<file path="config.mk">
export PLATFORM = sky130hd
export DESIGN_NAME = pipelined_barrel_rotator
export DESIGN_NICKNAME = d
export VERILOG_FILES = /design/src/rtl/barrel_pkg.sv /design/src/rtl/rotate_stage.sv /design/src/rtl/pipelined_barrel_rotator.sv
export SDC_FILE = /design/constraint.sdc
export NUM_CORES = 1
export LEC_CHECK = 0
export ABC_AREA = 1
export CORE_UTILIZATION = 55
export CTS_CLUSTER_SIZE = 12
export DETAILED_ROUTE_END_ITERATION = 16
export PLACE_DENSITY = 0.89
export SYNTH_ARGS = -nofsm -noshare
export SYNTH_HDL_FRONTEND = slang
export SYNTH_SLANG_ARGS = --single-unit
</file>
<file path="constraint.sdc">
create_clock -name clk -period 2.6 [get_ports clk]
set_input_delay 0.39 -clock clk [delete_from_list [all_inputs] [get_ports clk]]
set_output_delay 0.39 -clock clk [all_outputs]
set_load 0.02 [all_outputs]
</file>
<file path="src/rtl/barrel_pkg.sv">
// Shared definitions for the pipelined barrel rotator: mode encodings and bit reversal.
package barrel_pkg;

  localparam int unsigned MAX_WIDTH = 64;

  localparam logic [1:0] MODE_ROT = 2'b00;
  localparam logic [1:0] MODE_LSH = 2'b01;
  localparam logic [1:0] MODE_ASH = 2'b10;

  // Reverse the low w bits of x; bits at and above w return as zero.
  function automatic logic [MAX_WIDTH-1:0] bit_reverse(input logic [MAX_WIDTH-1:0] x,
                                                       input int unsigned          w);
    logic [MAX_WIDTH-1:0] src;
    logic [MAX_WIDTH-1:0] res;
    src = x;
    res = '0;
    for (int unsigned i = 0; i < MAX_WIDTH; i++) begin
      if (i < w) begin
        res = {res[MAX_WIDTH-2:0], src[0]};
        src = src >> 1;
      end
    end
    return res;
  endfunction

endpackage

</file>
<file path="src/rtl/rotate_stage.sv">
// One right rotate/shift-by-SHIFT step followed by its valid/ready pipeline register.
module rotate_stage
  import barrel_pkg::*;
#(
  parameter int unsigned WIDTH = 8,
  parameter int unsigned SHIFT = 1,
  parameter int unsigned AW    = 3,
  parameter bit          LAST  = 1'b0
) (
  input  logic             clk,
  input  logic             reset,
  input  logic             up_valid,
  output logic             up_ready_c,
  input  logic [WIDTH-1:0] up_data,
  input  logic [AW-1:0]    up_amount,
  input  logic             up_lr,
  input  logic [1:0]       up_mode,
  input  logic             up_fill,
  input  logic             dn_ready,
  output logic             dn_valid,
  output logic [WIDTH-1:0] dn_data,
  output logic [AW-1:0]    dn_amount,
  output logic             dn_lr,
  output logic [1:0]       dn_mode,
  output logic             dn_fill
);

  localparam int unsigned K = $clog2(SHIFT);

  logic             valid_q, valid_d;
  logic [WIDTH-1:0] data_q, data_d;
  logic [AW-1:0]    amount_q, amount_d;
  logic             lr_q, lr_d;
  logic [1:0]       mode_q, mode_d;
  logic             fill_q, fill_d;
  logic [WIDTH-1:0] step;

  // Register may take a new beat when empty or when its current beat moves on.
  assign up_ready_c = !valid_q || dn_ready;

  // Conditional rotate/shift by SHIFT; the last stage also undoes the entry reversal.
  always_comb begin
    step = up_data;
    if (up_amount[K]) begin
      if (up_mode == MODE_LSH || up_mode == MODE_ASH) begin
        step = {{SHIFT{up_fill}}, up_data[WIDTH-1:SHIFT]};
      end else begin
        step = {up_data[SHIFT-1:0], up_data[WIDTH-1:SHIFT]};
      end
    end
    if (LAST && up_lr) begin
      step = WIDTH'(bit_reverse(MAX_WIDTH'(step), WIDTH));
    end
  end

  // Next-state for the stage register: hold on stall, load on accept.
  always_comb begin
    valid_d  = valid_q;
    data_d   = data_q;
    amount_d = amount_q;
    lr_d     = lr_q;
    mode_d   = mode_q;
    fill_d   = fill_q;
    if (up_ready_c) begin
      valid_d = up_valid;
      if (up_valid) begin
        data_d   = step;
        amount_d = up_amount;
        lr_d     = up_lr;
        mode_d   = up_mode;
        fill_d   = up_fill;
      end
    end
  end

  // Stage register; data is cleared too so the output reads zero until the first beat.
  always_ff @(posedge clk) begin
    if (reset) begin
      valid_q  <= 1'b0;
      data_q   <= '0;
      amount_q <= '0;
      lr_q     <= 1'b0;
      mode_q   <= MODE_ROT;
      fill_q   <= 1'b0;
    end else begin
      valid_q  <= valid_d;
      data_q   <= data_d;
      amount_q <= amount_d;
      lr_q     <= lr_d;
      mode_q   <= mode_d;
      fill_q   <= fill_d;
    end
  end

  assign dn_valid  = valid_q;
  assign dn_data   = data_q;
  assign dn_amount = amount_q;
  assign dn_lr     = lr_q;
  assign dn_mode   = mode_q;
  assign dn_fill   = fill_q;

endmodule

</file>
<file path="src/rtl/pipelined_barrel_rotator.sv">
// Pipelined bidirectional barrel rotator/shifter, one log2 step per register, valid/ready stream.
module pipelined_barrel_rotator
  import barrel_pkg::*;
#(
  parameter  int unsigned WIDTH = 8,
  localparam int unsigned AW    = $clog2(WIDTH)
) (
  input  logic             clk,
  input  logic             reset,
  input  logic             in_valid,
  output logic             in_ready,
  input  logic [WIDTH-1:0] data_in,
  input  logic [AW-1:0]    amount,
  input  logic             lr,
  input  logic [1:0]       mode,
  output logic             out_valid,
  input  logic             out_ready,
  output logic [WIDTH-1:0] data_out
);

  // Index 0 is the entry point, index k+1 is the output of stage k.
  logic [AW:0]      vld;
  logic [WIDTH-1:0] dat [AW+1];
  logic [AW-1:0]    amt [AW+1];
  logic [AW:0]      lrs;
  logic [1:0]       mde [AW+1];
  logic [AW:0]      fil;
  logic [AW-1:0]    up_rdy;
  logic [AW-1:0]    dn_rdy;
  logic [WIDTH-1:0] entry_data;
  logic             entry_fill;
  logic             unused_tail;

  // Left operations run through the right-only core on bit-reversed data; fill is fixed here.
  always_comb begin
    entry_data = data_in;
    entry_fill = 1'b0;
    if (lr) begin
      entry_data = WIDTH'(bit_reverse(MAX_WIDTH'(data_in), WIDTH));
    end
    if (mode == MODE_ASH && !lr) begin
      entry_fill = data_in[WIDTH-1];
    end
  end

  assign vld[0] = in_valid;
  assign dat[0] = entry_data;
  assign amt[0] = amount;
  assign lrs[0] = lr;
  assign mde[0] = mode;
  assign fil[0] = entry_fill;

  for (genvar k = 0; k < int'(AW); k++) begin : g_stage
    // Downstream ready of stage k, flattened from the registered valids so no comb loop forms.
    if (k == int'(AW) - 1) begin : g_tail
      assign dn_rdy[k] = out_ready;
    end else begin : g_mid
      assign dn_rdy[k] = out_ready || !(&vld[AW:k+2]);
    end

    rotate_stage #(
      .WIDTH (WIDTH),
      .SHIFT (32'd1 << k),
      .AW    (AW),
      .LAST  (k == int'(AW) - 1)
    ) u_stage (
      .clk        (clk),
      .reset      (reset),
      .up_valid   (vld[k]),
      .up_ready_c (up_rdy[k]),
      .up_data    (dat[k]),
      .up_amount  (amt[k]),
      .up_lr      (lrs[k]),
      .up_mode    (mde[k]),
      .up_fill    (fil[k]),
      .dn_ready   (dn_rdy[k]),
      .dn_valid   (vld[k+1]),
      .dn_data    (dat[k+1]),
      .dn_amount  (amt[k+1]),
      .dn_lr      (lrs[k+1]),
      .dn_mode    (mde[k+1]),
      .dn_fill    (fil[k+1])
    );
  end

  assign in_ready  = up_rdy[0];
  assign out_valid = vld[AW];
  assign data_out  = dat[AW];

  // Sideband of the final stage and inner ready taps are not needed at the outputs.
  assign unused_tail = ^{amt[AW], lrs[AW], mde[AW], fil[AW], up_rdy};

endmodule

</file>
Word level (Yosys, flattened, before mapping)
Cells that the tools add are included.
{ "word_totals": {"out_inout_bits": 10, "register_bits": 41, "elab_cells": 46} }
{ "classes": {"reduce_logical": 17, "mux": 9, "eq_ne": 6} }
{ "op_table": {"columns": ["operator", "n"], "rows": [
  ["$mux 8", 8],
  ["$reduce_and 2->1", 4],
  ["$logic_or 1x1->1", 7],
  ["$eq 2x1->1 const B", 3],
  ["$eq 2x2->1 const B", 3],
  ["$logic_not 1->1", 5],
  ["$logic_and 1x1->1", 1],
  ["$mux 1", 1]
]} }

Longest topological paths before layout
Gate-level depths: netlist of the first run.
{ "depth": {"ltp_word": 5, "ltp_mapped": 9} }

Hierarchy
Synthesis of the first run repeated with hierarchy kept, for this count alone.
{ "hier_totals": {"cells_unflattened": 324, "hier_area_um2": 2446.1} }
{ "by_module_without_submodules": {"columns": ["module", "seq_area_each_um2", "area_per_inst_um2", "cells_per_inst", "n_inst"], "rows": [
  ["rotate_stage at g_stage[2].u_stage", 320.3, 817.0, 114, 1],
  ["rotate_stage at g_stage[0].u_stage", 320.3, 787.0, 89, 1],
  ["rotate_stage at g_stage[1].u_stage", 320.3, 695.7, 89, 1],
  ["pipelined_barrel_rotator", 0.0, 146.4, 32, 1]
]} }

Least setup slack after synthesis of the first run
Ideal clock, no wire load.
{ "synth_path": {"path_type": "flip-flop to flip-flop", "start": "reg g_stage[2].u_stage.valid_q", "end": "reg g_stage[0].u_stage.data_q[1]", "required_ns": 2.482, "arrival_time_ns": 1.209, "synth_period_minus_slack_ns": 1.326, "setup_time_ns": 0.118, "path_slack_ns": 1.274, "path_stages_with_launch": 9, "cell_sequence": "dfxtp_1 > nand2_2 > nor2_8 > nand2_4 > nand2_4 > inv_2 > buf_6 > o21ai_1 > nor2_1"} }
{ "synth_via": {"elab_chain_cells": 5} }
{ "synth_lines": {"columns": ["element", "line", "source"], "rows": [
  ["from (decl)", "rotate_stage.sv:30", "logic valid_q, valid_d;"],
  ["from (signal assigned)", "rotate_stage.sv:86", "valid_q <= valid_d;"],
  ["$reduce_and 2->1", "pipelined_barrel_rotator.sv:58", "assign dn_rdy[k] = out_ready || !(&vld[AW:k+2]);"],
  ["$logic_not 1->1", "pipelined_barrel_rotator.sv:58", null],
  ["$logic_or 1x1->1", "pipelined_barrel_rotator.sv:58", null],
  ["$logic_or 1x1->1", "rotate_stage.sv:39", "assign up_ready_c = !valid_q || dn_ready;"],
  ["via in_ready", "pipelined_barrel_rotator.sv:11", "output logic in_ready,"],
  ["$reduce_and 2->1 (no line)", null, null],
  ["to (signal assigned)", "rotate_stage.sv:87", "data_q <= data_d;"],
  ["to (decl)", "rotate_stage.sv:31", "logic [WIDTH-1:0] data_q, data_d;"]
]} }
The timed path passes the listed nets, and every way through them passes these cells.
A chain may end at the register's enable or synchronous reset.

Final worst setup path of the first run
{ "layout_path": {"start": "in out_ready", "end": "out in_ready"} }
{ "layout_via": {"elab_chain_cells": 2} }
{ "layout_lines": {"columns": ["element", "line", "source"], "rows": [
  ["from (decl)", "pipelined_barrel_rotator.sv:17", "input logic out_ready,"],
  ["$logic_or 1x1->1", "pipelined_barrel_rotator.sv:58", null],
  ["$logic_or 1x1->1", "rotate_stage.sv:39", null],
  ["to (decl)", "pipelined_barrel_rotator.sv:11", null]
]} }
Every way passes these cells.

==> reports/metrics.yaml, run 1 <==
power_and_ir_drop:
  pwr-share-comb: 0.188
  internal_power_uw: 814.2
  power_switching_uw: 325.7
  p_sw_frac: 0.2857
  p_per_area_mw_per_mm2: 519.7
  fin_total_pwr_mw: 1.140
  power_frac_seq: 0.570
  p_leak_nw: 0.9743
  irDropWorstVdd_mv: 0.2628
  clock_power_share: 0.243
route:
  vias: 1778
  viasPerCell: 5.139
  avgRoutedWirePerCell_um: 10.74
  dr.pass1.iters: 4
  drt_iter0_drc: 107
  drc: 0
  drt_wl_total_mm: 3.717
  drt.antenna.violating_nets: 0
critical_path:
  critPathTopFamily: "buffers and inverters"
  critical_path_required_ps: 2210
  path_buf_inv: 3
  ff2ff_setup_slack_ps: 1310
  path_common_cell: "clkdlybuf4s50_1"
  path_max_fanout: 3
  crit_arrival_ps: 1740
  endpoint_kind: "primary output"
  path_class: "in -> out"
  cpPeakStageDelay_ps: 600
  cp-start-kind: "input port"
  crit_slowest_cell: "clkdlybuf4s50_1"
  crit_path_cell_trace: "clkdlybuf4s50_1 -> inv_1 -> nand2_2 -> nor2_8 -> nand2_4 -> clkdlybuf4s50_1"
outcome:
  status: "finished, final reports clean"
timing:
  rsz0062_at_grt: "false"
  fin_crit_ps: 2129
  fmax_mhz: 469.7
  max_slew_margin: 0.6746
  skew_ps: 8.102
  period_share: 0.8189
  setup_viol: 0
  timing.setup.tns_ps: 0
  hold_viol: 0
  tightest_slew_ps: 487.5
  drv_slew: 0
yosys:
  synth.largest_area_cell: "dfxtp_1"
  yosysWarningCount: 0
  ys_ff_latch: 38
  synth.avg_cell_area_um2: 6.849
  ys_types: 22
  synth_nets: 304
  netlist_area_mm2: 0.001952
  synthCells: 285
  synth_top_area_frac: 0.3897
  ys_seq_area_frac: 0.3897
  synth_area_leaders: "dfxtp_1, o21ai_0, nand2_1"
clocking:
  clkLatencyLatePin_ps: 340
  cts_buffer_depth: 2
  cts_tree: "built"
  root_buffer: "clkbuf_4"
  cts_buffers: 5
  clk_pin_slew_ps: 100
  clkSinkCount: 38
  post_cts_buffers: 0
  post_cts_resize_count: 0
  cts_hold_buffers: 0
  htree_num_levels: 2
floorplan:
  die_y_um: 61.57
  rows: 21
  initial_core_util: 0.5804
  die_w_um: 61.57
  coreArea_mm2: 0.003363
  top_level_ports: 28
  die-area_mm2: 0.003791
grt:
  grt_max_degree: 31
  gr-usage-all-layers: 0.2305
  overflow: 0
  grt_pass1_vias: 1540
  grt_pass1_wl_mm: 6.472
  antenna_found_initial: 0
place:
  port_buffers: 27
  gp_congestion: 0.9275
  dpl.hpwl_mm: 2.781
cells_and_area:
  nNetsFinal: 319
  antenna_cells: 0
  synthToLayoutAreaGrowth_pct: 12.37
  n_fill_cell: 313
  drive_gt1_frac: 0.06333
hold_path:
  hp-class: "reg -> reg"
run:
  drv_cap: 0
[cell usage after synthesis]
master	instances
nor2_8	1
clkbuf_1	3
nand2_1	49
o21ai_0	40
o211a_1	2
buf_4	12
or2_2	3
o21ai_1	7
inv_1	21
nor2_2	1
clkinv_1	2
nand3_1	23
ha_1	1
dfxtp_1	38
nor3_1	5
nand2_2	2
nor2_1	33
buf_2	3
nand2_4	2
inv_2	4
buf_6	2
a21oi_1	31
[area by class of cell]
| class | count | area, µm² | share of cell area |
|---|---|---|---|
| clock buffer | 7 | 45.04 | 0.02054 |
| inverter | 27 | 101.3 | 0.04621 |
| multi-input combinational | 200 | 950.9 | 0.4335 |
| sequential | 38 | 760.7 | 0.3468 |
| tap | 46 | 57.56 | 0.02624 |
| timing repair buffer | 28 | 277.8 | 0.1266 |
[placed cells by master (no fill, tap or decap)]
cell type | netlist | routed
nand3_1 | 23 | 23
dfxtp_1 | 38 | 38
nand2_2 | 2 | 2
o211a_1 | 2 | 2
a21oi_1 | 31 | 31
nor2_2 | 1 | 1
nor2_1 | 33 | 33
or2_2 | 3 | 3
buf_4 | 12 | 1
o21ai_1 | 7 | 7
inv_1 | 21 | 21
o21ai_0 | 40 | 40
nand2_4 | 2 | 2
nand2_1 | 49 | 49
ha_1 | 1 | 1
inv_2 | 4 | 4
clkinv_1 | 2 | 2
clkdlybuf4s50_1 | 0 | 27
clkbuf_4 | 0 | 5
clkbuf_1 | 3 | 2
nor2_8 | 1 | 1
nor3_1 | 5 | 5
[power groups by stage]
stage | combinational, mW | sequential [mW] | clock, mW
3_5_place_dp | 0.212 | 0.662 | 0
4_1_cts | 0.213 | 0.649 | 0.288
3_3_place_gp | 0.207 | 0.661 | 0
6_report | 0.214 | 0.649 | 0.277
5_1_grt | 0.246 | 0.656 | 0.309
2_1_floorplan | 0.167 | 0.651 | 0
[layer usage]
metal,vias to the layer above,global-route usage,routed length [µm]
li1,958,-,-
met5,-,0,0
met1,778,0.2791,1740
met4,0,0.07937,41
met3,4,0.05882,113
met2,38,0.3963,1821
[sequential cells by signal, indices dropped and copies added (netlist names)]
register	flops
g_stage.u_stage.dn_data	24
g_stage.u_stage.dn_mode	4
g_stage.u_stage.dn_amount	3
g_stage.u_stage.dn_fill	2
g_stage.u_stage.dn_valid	3
g_stage.u_stage.dn_lr	2
[metrics by stage]
stage / utilization / setup slack [ps] / instance area (µm²) / hold WS (ps) / std cells
6_report: 0.6522 / 470.9 / 2193 / 493.1 / 346
5_1_grt: 0.6522 / 441.7 / 2193 / 519.5 / 346
4_1_cts: 0.6522 / 464.1 / 2193 / 492.8 / 346
3_5_place_dp: 0.6388 / 468.7 / 2148 / 473.7 / 339
3_3_place_gp: 0.6388 / 482.6 / 2148 / 462.4 / 339
2_1_floorplan: - / 1274 / 1952 / 444.0 / 285
[cells by family (layout without fill, tap and decap cells)]
logic type / Yosys count / after routing / share of synthesized area
AO/OA/AOI/OAI: 80 / 80 / 0.2103
adder cells (fa/ha/maj): 1 / 1 / 0.006409
buffers and inverters: 47 / 62 / 0.1231
flip-flops: 38 / 38 / 0.3897
AND/OR/NAND/NOR: 119 / 119 / 0.2705
[worst paths after layout]
path,startpoint,end,cells past startpoint
setup / recovery,out_ready,in_ready,6
hold / removal,g_stage[1].u_stage.dn_data[4]$_SDFFE_PP0P_,g_stage[1].u_stage.dn_data[4]$_SDFFE_PP0P_,2
hold reg to reg,g_stage[1].u_stage.dn_data[4]$_SDFFE_PP0P_,g_stage[1].u_stage.dn_data[4]$_SDFFE_PP0P_,2
setup reg to reg,g_stage[2].u_stage.dn_valid$_SDFFE_PP0P_,g_stage[0].u_stage.dn_data[0]$_SDFFE_PP0P_,7
[worst register-to-register path, stage by stage (launching register included)]
cell and delay [ps]:
dfxtp_1 360, nand2_2 120, nor2_8 130, nand2_4 70
nand2_4 160, inv_2 130, o21ai_0 170, nor2_1 50
No activity file was read; power rests on OpenSTA's default activity.
==> inputs of run 2 (changes only) <==
Settings changed: CORE_UTILIZATION 55 to 48, PLACE_DENSITY 0.89 to 0.84.
Clock period 2.6 ns to 1.7 ns, I/O delays scaled along.
==> reports/metrics.yaml, run 2 (synthesis gave the netlist of run 1 again) <==
outcome:
  status: "finished, final reports clean"
cells_and_area:
  final_cell_mix: "nand2_1, o21ai_0, dfxtp_1"
  largest_reg_flops: 24
  antenna_cells: 0
  synthToLayoutAreaGrowth_pct: 20.19
  nNetsFinal: 331
  drive_gt1_frac: 0.1022
  design_area_mm2: 0.002346
  layout_commonest_cell: "nand2_1"
timing:
  skew_ps: 3.069
  tightest_slew_ps: 299.7
  drv_slew: 0
  fmax_mhz: 655.3
  hold_viol: 0
  setup_viol: 0
  rsz0062_at_grt: "false"
  period_share: 0.8977
  fin_ws_ps: 174.0
  fin_crit_ps: 1526
  max_slew_margin: 0.7981
clocking:
  root_buffer: "clkbuf_8"
  clkSinkCount: 38
  htree_num_levels: 2
  clkLatencyLatePin_ps: 290
  cts_tree: "built"
  cts_buffer_depth: 2
  clk_pin_slew_ps: 70
  cts_buffers: 5
  cts_hold_buffers: 0
grt:
  overflow: 0
  antenna_found_initial: 0
  grt_pass1_vias: 1641
  gr-usage-all-layers: 0.2034
  grt_pass1_wl_mm: 6.755
  grt_max_degree: 22
route:
  drt_iter0_drc: 104
  drc: 0
  drt_wl_total_mm: 3.857
  viasPerCell: 5.039
  avgRoutedWirePerCell_um: 10.68
  dr.pass1.iters: 4
  vias: 1819
  drt.antenna.violating_nets: 0
floorplan:
  die-area_mm2: 0.004326
  initial_core_util: 0.5176
  rows: 22
  top_level_ports: 28
  coreArea_mm2: 0.003771
  die_w_um: 65.77
  die_y_um: 65.77
critical_path:
  critical_path_required_ps: 1440
  crit_arrival_ps: 1270
  cp-start-kind: "input port"
  endpoint_kind: "primary output"
  path_class: "in -> out"
  path_max_fanout: 2
place:
  dpl.hpwl_mm: 2.883
  port_buffers: 27
  gp_congestion: 0.8533
  placed_area_mm2: 0.002241
  pre_cts_ws_ps: -102.0
hold_path:
  hp-class: "reg -> reg"
power_and_ir_drop:
  p_leak_nw: 1.056
  fin_total_pwr_mw: 2.076
  irDropWorstVdd_mv: 0.2815
  p_per_area_mw_per_mm2: 885.0
run:
  drv_cap: 0
## run 2: routing by layer
metal	vias to the layer above	global-route usage	wire length (µm)	share of wire
met5	-	0	0	0
met4	0	0.08424	68	0.018
met3	8	0.05345	145	0.038
met2	41	0.3597	1859	0.48
met1	789	0.2278	1785	0.46
li1	981	-	-	-
## run 2: path summary, 6_finish.rpt
kind                                                   start                                         end  slack (ps)  cells after the start
setup / recovery                                   out_ready                                    in_ready         170                      6
setup reg to reg    g_stage[2].u_stage.dn_valid$_SDFFE_PP0P_  g_stage[0].u_stage.dn_data[0]$_SDFFE_PP0P_         350                      8
hold / removal    g_stage[1].u_stage.dn_data[4]$_SDFFE_PP0P_  g_stage[1].u_stage.dn_data[4]$_SDFFE_PP0P_         480                      2
hold reg to reg   g_stage[1].u_stage.dn_data[4]$_SDFFE_PP0P_  g_stage[1].u_stage.dn_data[4]$_SDFFE_PP0P_         480                      2
## run 2: timing repair
item                                    CTS  global route
endpoints found under the setup margin    1             0
buffers inserted                          0             0
resized for setup                         1             0
## run 2: cell type report
type / count / area (µm²)
tap: 48 / 60.06
fill: 355 / 1425
clock buffer: 7 / 76.32
sequential: 38 / 760.7
multi-input combinational: 200 / 950.9
clock inverter: 1 / 30.03
timing repair buffer: 40 / 366.6
inverter: 27 / 101.3
## run 2: worst max-delay path, cell delays in order
cell and delay (ps):
clkdlybuf4s50_1 450, inv_1 40, nand2_2 110, nor2_8 40, nand2_4 50, dlygate4sd2_1 320
## run 2: report_power, final
group,switching [mW],leakage (nW),internal [mW]
Combinational,0.193,0.690,0.155
Sequential,0.0405,0.313,0.950
Clock,0.299,0.0524,0.439
Total,0.533,1.06,1.54
## run 2: metrics by stage
stage | hold WS [ps] | std cells | TNS [ps] | util
global placement | 464.9 | 353 | -97.46 | 0.5942
CTS | 480.4 | 361 | 0 | 0.6221
finish | 480.9 | 361 | 0 | 0.6221
floorplan | 324.1 | 285 | 0 | -
global route | 501.0 | 361 | 0 | 0.6221
detailed placement | 470.4 | 353 | -102.0 | 0.5942
